--- config.mk ---
export PLATFORM = sky130hd
export DESIGN_NAME = gate_arbiter
export DESIGN_NICKNAME = d
export VERILOG_FILES = /design/src/rtl/gate_arbiter.sv
export SDC_FILE = /design/constraint.sdc
export NUM_CORES = 1
export LEC_CHECK = 0
export ABC_AREA = 0
export CORE_ASPECT_RATIO = 1.4
export CORE_MARGIN = 3
export CORE_UTILIZATION = 45
export CTS_CLUSTER_DIAMETER = 40
export DETAILED_ROUTE_END_ITERATION = 7
export PLACE_DENSITY = 0.72
export SKIP_LAST_GASP = 1
export SYNTH_ARGS = -nofsm -noshare
export SYNTH_HDL_FRONTEND = slang
export SYNTH_SLANG_ARGS = --single-unit
--- constraint.sdc ---
create_clock -name clk -period 2.15 [get_ports clk]
set_input_delay 0.215 -clock clk [delete_from_list [all_inputs] [get_ports clk]]
set_output_delay 0.215 -clock clk [all_outputs]
set_load 0.05 [all_outputs]
--- src/rtl/gate_arbiter.sv ---
// rtl/gate_arbiter.sv - round-robin scheduler sharing the parking FSM among two entry and two exit gates
// One transaction at a time: IDLE picks a gate, ISSUE sends the command, WAIT_ACK waits for doorOpen, HOLD drives the barrier.
module gate_arbiter #(
  parameter int DOOR_CYCLES = 4,
  parameter int ACK_TIMEOUT = 8
) (
  input  logic       clk,
  input  logic       reset,
  input  logic [1:0] entReq,
  input  logic [1:0] extReq,
  input  logic [1:0] extLoc0,
  input  logic [1:0] extLoc1,
  input  logic       isFull,
  input  logic       doorOpen,
  output logic       enter,
  output logic       exit,
  output logic [1:0] exitLocation,
  output logic [1:0] entGrant,
  output logic [1:0] extGrant,
  output logic [3:0] gateOpen,
  output logic       fullWait,
  output logic       ackErr,
  output logic [1:0] state
);
  localparam int CMAX = (DOOR_CYCLES > ACK_TIMEOUT) ? DOOR_CYCLES : ACK_TIMEOUT;
  localparam int CW   = $clog2(CMAX + 1);
  localparam logic [CW-1:0] DOOR_LD  = CW'(DOOR_CYCLES);
  localparam logic [CW-1:0] ACK_LAST = CW'(ACK_TIMEOUT - 1);
  localparam logic [CW-1:0] ONE      = CW'(1);

  typedef enum logic [1:0] {
    IDLE     = 2'd0,
    ISSUE    = 2'd1,
    WAIT_ACK = 2'd2,
    HOLD     = 2'd3
  } state_t;

  state_t        r_state;
  logic [1:0]    r_rr_ptr;
  logic [1:0]    r_sel;
  logic [1:0]    r_loc;
  logic [CW-1:0] r_cnt;
  logic          r_enter;
  logic          r_exit;
  logic [1:0]    r_exit_loc;
  logic [1:0]    r_ent_grant;
  logic [1:0]    r_ext_grant;
  logic [3:0]    r_gate_open;
  logic          r_ack_err;

  logic [3:0] w_elig;
  logic [1:0] w_pick;
  logic [1:0] w_idx;
  logic [3:0] w_sel_onehot;

  // Entries are masked while the lot is full; exits are always eligible.
  assign w_elig       = {extReq, entReq & ~{2{isFull}}};
  assign w_sel_onehot = 4'b0001 << r_sel;

  // Scanning from the farthest offset down leaves the nearest eligible index at or after the pointer.
  always_comb begin
    w_pick = r_rr_ptr;
    w_idx  = r_rr_ptr;
    for (int i = 3; i >= 0; i--) begin
      w_idx = r_rr_ptr + 2'(i);
      if (w_elig[w_idx]) w_pick = w_idx;
    end
  end

  always_ff @(posedge clk or negedge reset) begin
    if (!reset) begin
      r_state     <= IDLE;
      r_rr_ptr    <= 2'd0;
      r_sel       <= 2'd0;
      r_loc       <= 2'd0;
      r_cnt       <= '0;
      r_enter     <= 1'b0;
      r_exit      <= 1'b0;
      r_exit_loc  <= 2'd0;
      r_ent_grant <= 2'd0;
      r_ext_grant <= 2'd0;
      r_gate_open <= 4'd0;
      r_ack_err   <= 1'b0;
    end else begin
      r_enter     <= 1'b0;
      r_exit      <= 1'b0;
      r_exit_loc  <= 2'd0;
      r_ent_grant <= 2'd0;
      r_ext_grant <= 2'd0;
      r_gate_open <= 4'd0;
      r_ack_err   <= 1'b0;
      case (r_state)
        IDLE: begin
          if (|w_elig) begin
            r_sel   <= w_pick;
            r_loc   <= w_pick[0] ? extLoc1 : extLoc0;
            r_state <= ISSUE;
          end
        end
        ISSUE: begin
          r_enter    <= ~r_sel[1];
          r_exit     <= r_sel[1];
          r_exit_loc <= r_sel[1] ? r_loc : 2'd0;
          r_cnt      <= '0;
          r_state    <= WAIT_ACK;
        end
        WAIT_ACK: begin
          if (doorOpen) begin
            r_cnt    <= DOOR_LD;
            r_rr_ptr <= r_sel + 2'd1;
            r_state  <= HOLD;
          end else if (r_cnt == ACK_LAST) begin
            r_ack_err <= 1'b1;
            r_rr_ptr  <= r_sel + 2'd1;
            r_state   <= IDLE;
          end else begin
            r_cnt <= r_cnt + ONE;
          end
        end
        HOLD: begin
          r_gate_open <= w_sel_onehot;
          // The counter still holds its load value only on the first hold cycle.
          if (r_cnt == DOOR_LD) begin
            r_ent_grant <= w_sel_onehot[1:0];
            r_ext_grant <= w_sel_onehot[3:2];
          end
          if (r_cnt == ONE) r_state <= IDLE;
          else r_cnt <= r_cnt - ONE;
        end
        default: r_state <= IDLE;
      endcase
    end
  end

  assign enter        = r_enter;
  assign exit         = r_exit;
  assign exitLocation = r_exit_loc;
  assign entGrant     = r_ent_grant;
  assign extGrant     = r_ext_grant;
  assign gateOpen     = r_gate_open;
  assign ackErr       = r_ack_err;
  assign state        = r_state;
  assign fullWait     = isFull & (|entReq);

endmodule

-- Word-level counts from Yosys, hierarchy flattened
Index checks and enable logic that the tools add are counted.
- add/subtract/negate cells: 6
- magnitude comparators: 4
- eq/ne operators: 11
- shift operators: 1
- multiplexer cells: 36
- bitwise logic cells: 4
- reduce and logical (&&, ||, !) cells: 9
- operators with widths (kind ; count):
    $mux W2 ; 17
    $mux W4 ; 4
    $lt A2 B3 Y1 const B ; 4
    $pmux W4 S3 ; 1
    $mux W1 ; 9
    $bmux W1 S2 ; 4
    $eq A4 B3 Y1 const B ; 2
    $pmux W2 S4 ; 1
    $ne A2 B2 Y1 const B ; 3
    $ne A3 B3 Y1 const B ; 2
    $reduce_and A3 Y1 ; 2
    $add A2 B1 Y2 const B ; 2
    $add A2 B2 Y2 const B ; 2
    $add A4 B1 Y4 const B ; 1
    $eq A2 B2 Y1 const B ; 2
    $eq A4 B1 Y1 const B ; 1
    $reduce_and A2 Y1 ; 2
    $reduce_or A4 Y1 ; 1
    $shl A1 B2 Y4 const A ; 1
    $sub A4 B1 Y4 const B ; 1
    $reduce_bool A3 Y1 ; 1
    $and A2 B2 Y2 ; 1
    $eq A2 B1 Y1 const B ; 1
    $logic_not A2 Y1 ; 1
    other kinds (5) ; 5
- register bits after elaboration: 25
- bits of input ports: 12
- output and inout bits: 16
- logic and storage cells: 83

-- Depth between registers and ports, before layout
- word-level depth: 9
- depth in mapped cells: 6

-- Worst setup path after synthesis
No wires, ideal clock.
- kind: register -> register
- start point: reg r_state[1] (netlist: state[1])
- end point: reg r_cnt[3]
- library setup time: 121 ps
- data arrival time: 1667 ps
- required time: 2029 ps
- setup slack: 362 ps
- stages on the path, launching flop included: 6
- path buffers: 0
- period minus slack after synthesis: 1788 ps
- cell sequence: dfrtp_1 -> nor3b_2 -> and4_4 -> a211oi_4 -> o21ai_2 -> a22o_1
- longest elaborated chain between the ends: 3
- elaborated cells on any way between the ends: 8
- those cells by class: eq/ne: 5; mux: 1; reduce/logical: 2
- RTL lines (element ; line ; RTL):
    from (decl) ; 38 ; state_t r_state;
    from (signal assigned) ; 72 ; r_state <= IDLE;
    from (signal assigned) ; 97 ; r_state <= ISSUE;
    from (signal assigned) ; 105 ; r_state <= WAIT_ACK;
    $eq A2 B2 Y1 / $eq A2 B1 Y1 (equally long branches) ; 92 ; case (r_state)
    $ne A3 B3 Y1 (no source line) (tied with other cells) ; - ;
    $reduce_and A3 Y1 (no source line) ; - ;
    to (signal assigned) ; 117 ; r_cnt <= r_cnt + ONE;
    to (signal assigned) ; 128 ; else r_cnt <= r_cnt - ONE;
    to (decl) ; 42 ; logic [CW-1:0] r_cnt;
Several ways; a longest one is shown, not always the timed one.
A chain may end at the register's enable or synchronous reset.

-- Worst setup path after layout
- start point: reg r_state[0] (netlist: state[0])
- end point: out state[0]
- RTL lines (element ; line ; RTL):
    to (decl) ; 23 ; output logic [1:0] state
No word-level cell between the ends.

==> results.yml <==
yosys:
  synthTopCellsByArea: "dfrtp_1, ha_1, nor2b_1, a21oi_1, nor2_1"
  seq_area_frac_synth_pct: 48.12
  synth_top_area_cell: "dfrtp_1"
  yosysMostFrequentCell: "dfrtp_1"
  synth_top_area_share_pct: 48.12
  synth.distinct_cells: 42
  avgSynthCellArea_um2: 10.66
  synth-edff-count: 0
  syn_area_um2: 1300
  synth-seq-cells: 25
  synth_async_sr_flop_share_pct: 100.0
  synth_common_cells: "dfrtp_1, nor2_1, ha_1"
  yosys_warnings: 0
  syn_nets: 142
  syn_inst: 122
  ys.flop_type: "dfrtp_1"
setup_path:
  crit_type: "reg -> out"
  critPathTopFamily: "buffers and inverters"
  cp-start-kind: "register"
  reg2reg_depth: 6
  slowest_stage: "clkdlybuf4s50_1"
  cpPeakStageDelay_ps: 900
  rrSetupSlack_ps: 360
  r2r-end: "r_cnt[3]"
  worst-path-buf-inv: 1
  critPathCaptureType: "output port"
  r2r_start: "r_cnt[1]"
  path_cells: "clkdlybuf4s50_1"
  worstPathRequired_ps: 1930
  arrival_ps: 1860
  critPathMaxFanout: 15
pwr:
  irDropWorstVdd_mv: 0.7508
  switching_share_pct: 43.97
  clkPwrFrac_pct: 10.6
  combPwrFrac_pct: 47.9
  power_leakage_nw: 0.7426
  power_density_nw_per_um2: 1156
  p_int_mw: 1.067
  seqPwrFrac_pct: 41.6
  p_switching_mw: 0.8373
floorplanning:
  dieArea_um2: 3579
  start_util_pct: 48.19
  num_io_pins: 28
  die_h_um: 69.60
  die_w_um: 51.43
  core_um2: 2698
  rows: 22
finish:
  num_antenna_cells: 0
  fin_util_pct: 61.04
  area_growth_pct: 26.66
  drive_gt1_share_pct: 9.150
  fill_cells: 260
  regArea_um2: 625.6
  nNetsFinal: 174
  multi_input_area_um2: 635.6
clock_tree:
  clk_pin_slew_ps: 130
  cts_root_buf: "clkbuf_4"
  h-tree-depth: 1
  clock_sinks: 25
  cts_tree: "done"
  cts_setup_buffers: 0
  cts_resized: 0
  clk_latency_ps: 310
  clockBufferDepth: 2
  cts_hold_buf: 0
  cts_buffers: 3
run:
  maxCapViolCount: 0
routing:
  first_iter_violations: 29
  ant_nets: 0
  drc_errors: 0
  vias: 1030
  firstDrtPassIters: 4
  via_per_inst: 5.450
  routed_wl_um: 2768
  routedWlPerCell_um: 14.65
place:
  portBuffers: 27
  dp_hpwl_um: 2194
  gp_congestion: 0.8389
sta:
  min_period_ps: 2071
  finalHoldViolCount: 0
  clock_skew_ps: 5.147
  drv_slew: 0
  fin_tns_setup_ps: 0
  setup_viol: 0
  worst_pin_slew_ps: 487.1
  fin_crit_sh_pct: 96.31
  rsz0062_at_grt: "no"
  slew_headroom_pct: 67.06
  fmax_mhz: 482.9
global_routing:
  grt_pass1_wl_um: 4609
  grt_pass1_vias: 1042
  grtUsageTotal_pct: 16.67
  grt_max_degree: 26
  globalRouteOverflowTotal: 0
  antenna_found_initial: 0
hold_path:
  min_path_type: "in -> async"
outcome:
  status: "complete, no violations"
[layout by cell type, fill, tap and decap left out, types with 2 or more instances in the layout]
cell	instances
clkdlybuf4s50_1	26
dfrtp_1	25
nor2_1	9
ha_1	8
inv_1	7
nor2b_1	7
a21oi_1	7
nand2_1	6
and2_1	4
and3_1	4
nand2b_1	4
mux2i_1	3
o21ai_1	3
clkbuf_4	3
buf_4	3
nor3b_1	2
nor3_1	2
o21ai_0	2
a31oi_1	2
mux2_1	2
[cells by family (layout without fill, tap and decap cells)]
family                   Yosys count  count (layout)  share of synthesized area, %
flip-flops                        25              25                         48.12
buffers and inverters             10              41                         2.983
AO/OA/AOI/OAI                     29              29                         16.56
adder cells (fa/ha/maj)            8               8                         7.700
AND/OR/NAND/NOR                   45              45                         20.60
multiplexers                       5               5                         4.042
[through the flow]
step	power, mW	std cells	area [µm²]	setup slack [ps]	hold WS, ps
final	1.904	189	1647	79.38	250.6
after global routing	2.054	189	1647	20.85	256.6
after CTS	1.915	189	1647	71.62	247.6
after detailed placement	1.711	185	1619	211.9	501.0
after global placement	1.671	185	1619	288.4	493.9
after floorplan	1.410	122	1300	361.6	-80.59
[power by group through the flow]
stage          Combinational (mW)  Sequential (mW)  Clock, mW
2_1_floorplan               0.500            0.910          0
3_3_place_gp                0.883            0.788          0
3_5_place_dp                0.913            0.798          0
4_1_cts                     0.918            0.787      0.211
5_1_grt                      1.02            0.810      0.228
6_report                    0.911            0.791      0.201
[area by class of cell]
cell class / instances / share of cell area [%]
clock buffer: 3 / 1.368
tap: 36 / 2.736
clock inverter: 1 / 0.3040
timing repair buffer: 29 / 17.17
inverter: 8 / 1.824
multi-input combinational: 87 / 38.60
sequential: 25 / 37.99
[per-layer routing]
layer / track usage (%) / share of wire (%)
met5: 0 / 0
met2: 30.45 / 57
met4: 7.580 / 0.76
met3: 2.796 / 3.9
met1: 17.86 / 38
[how the worst max path moves through the flow]
| stage | cells past startpoint | from | endpoint |
|---|---|---|---|
| after global routing | 1 | state[0] | state[0] |
| after detailed placement | 6 | extReq[0] | r_loc[0] |
| after CTS | 2 | state[1] | state[1] |
| final | 1 | state[0] | state[0] |
| after global placement | 6 | extReq[0] | r_loc[1] |
| after floorplan | 5 | state[1] | r_cnt[3] |
[registers in the layout, summed over array words and instances (netlist names)]
register,cells
gateOpen,4
enter,1
extGrant,2
r_rr_ptr,2
state,2
r_loc,2
ackErr,1
r_sel,2
exitLocation,2
exit,1
entGrant,2
r_cnt,4
Power figures use the tool's default switching activity.
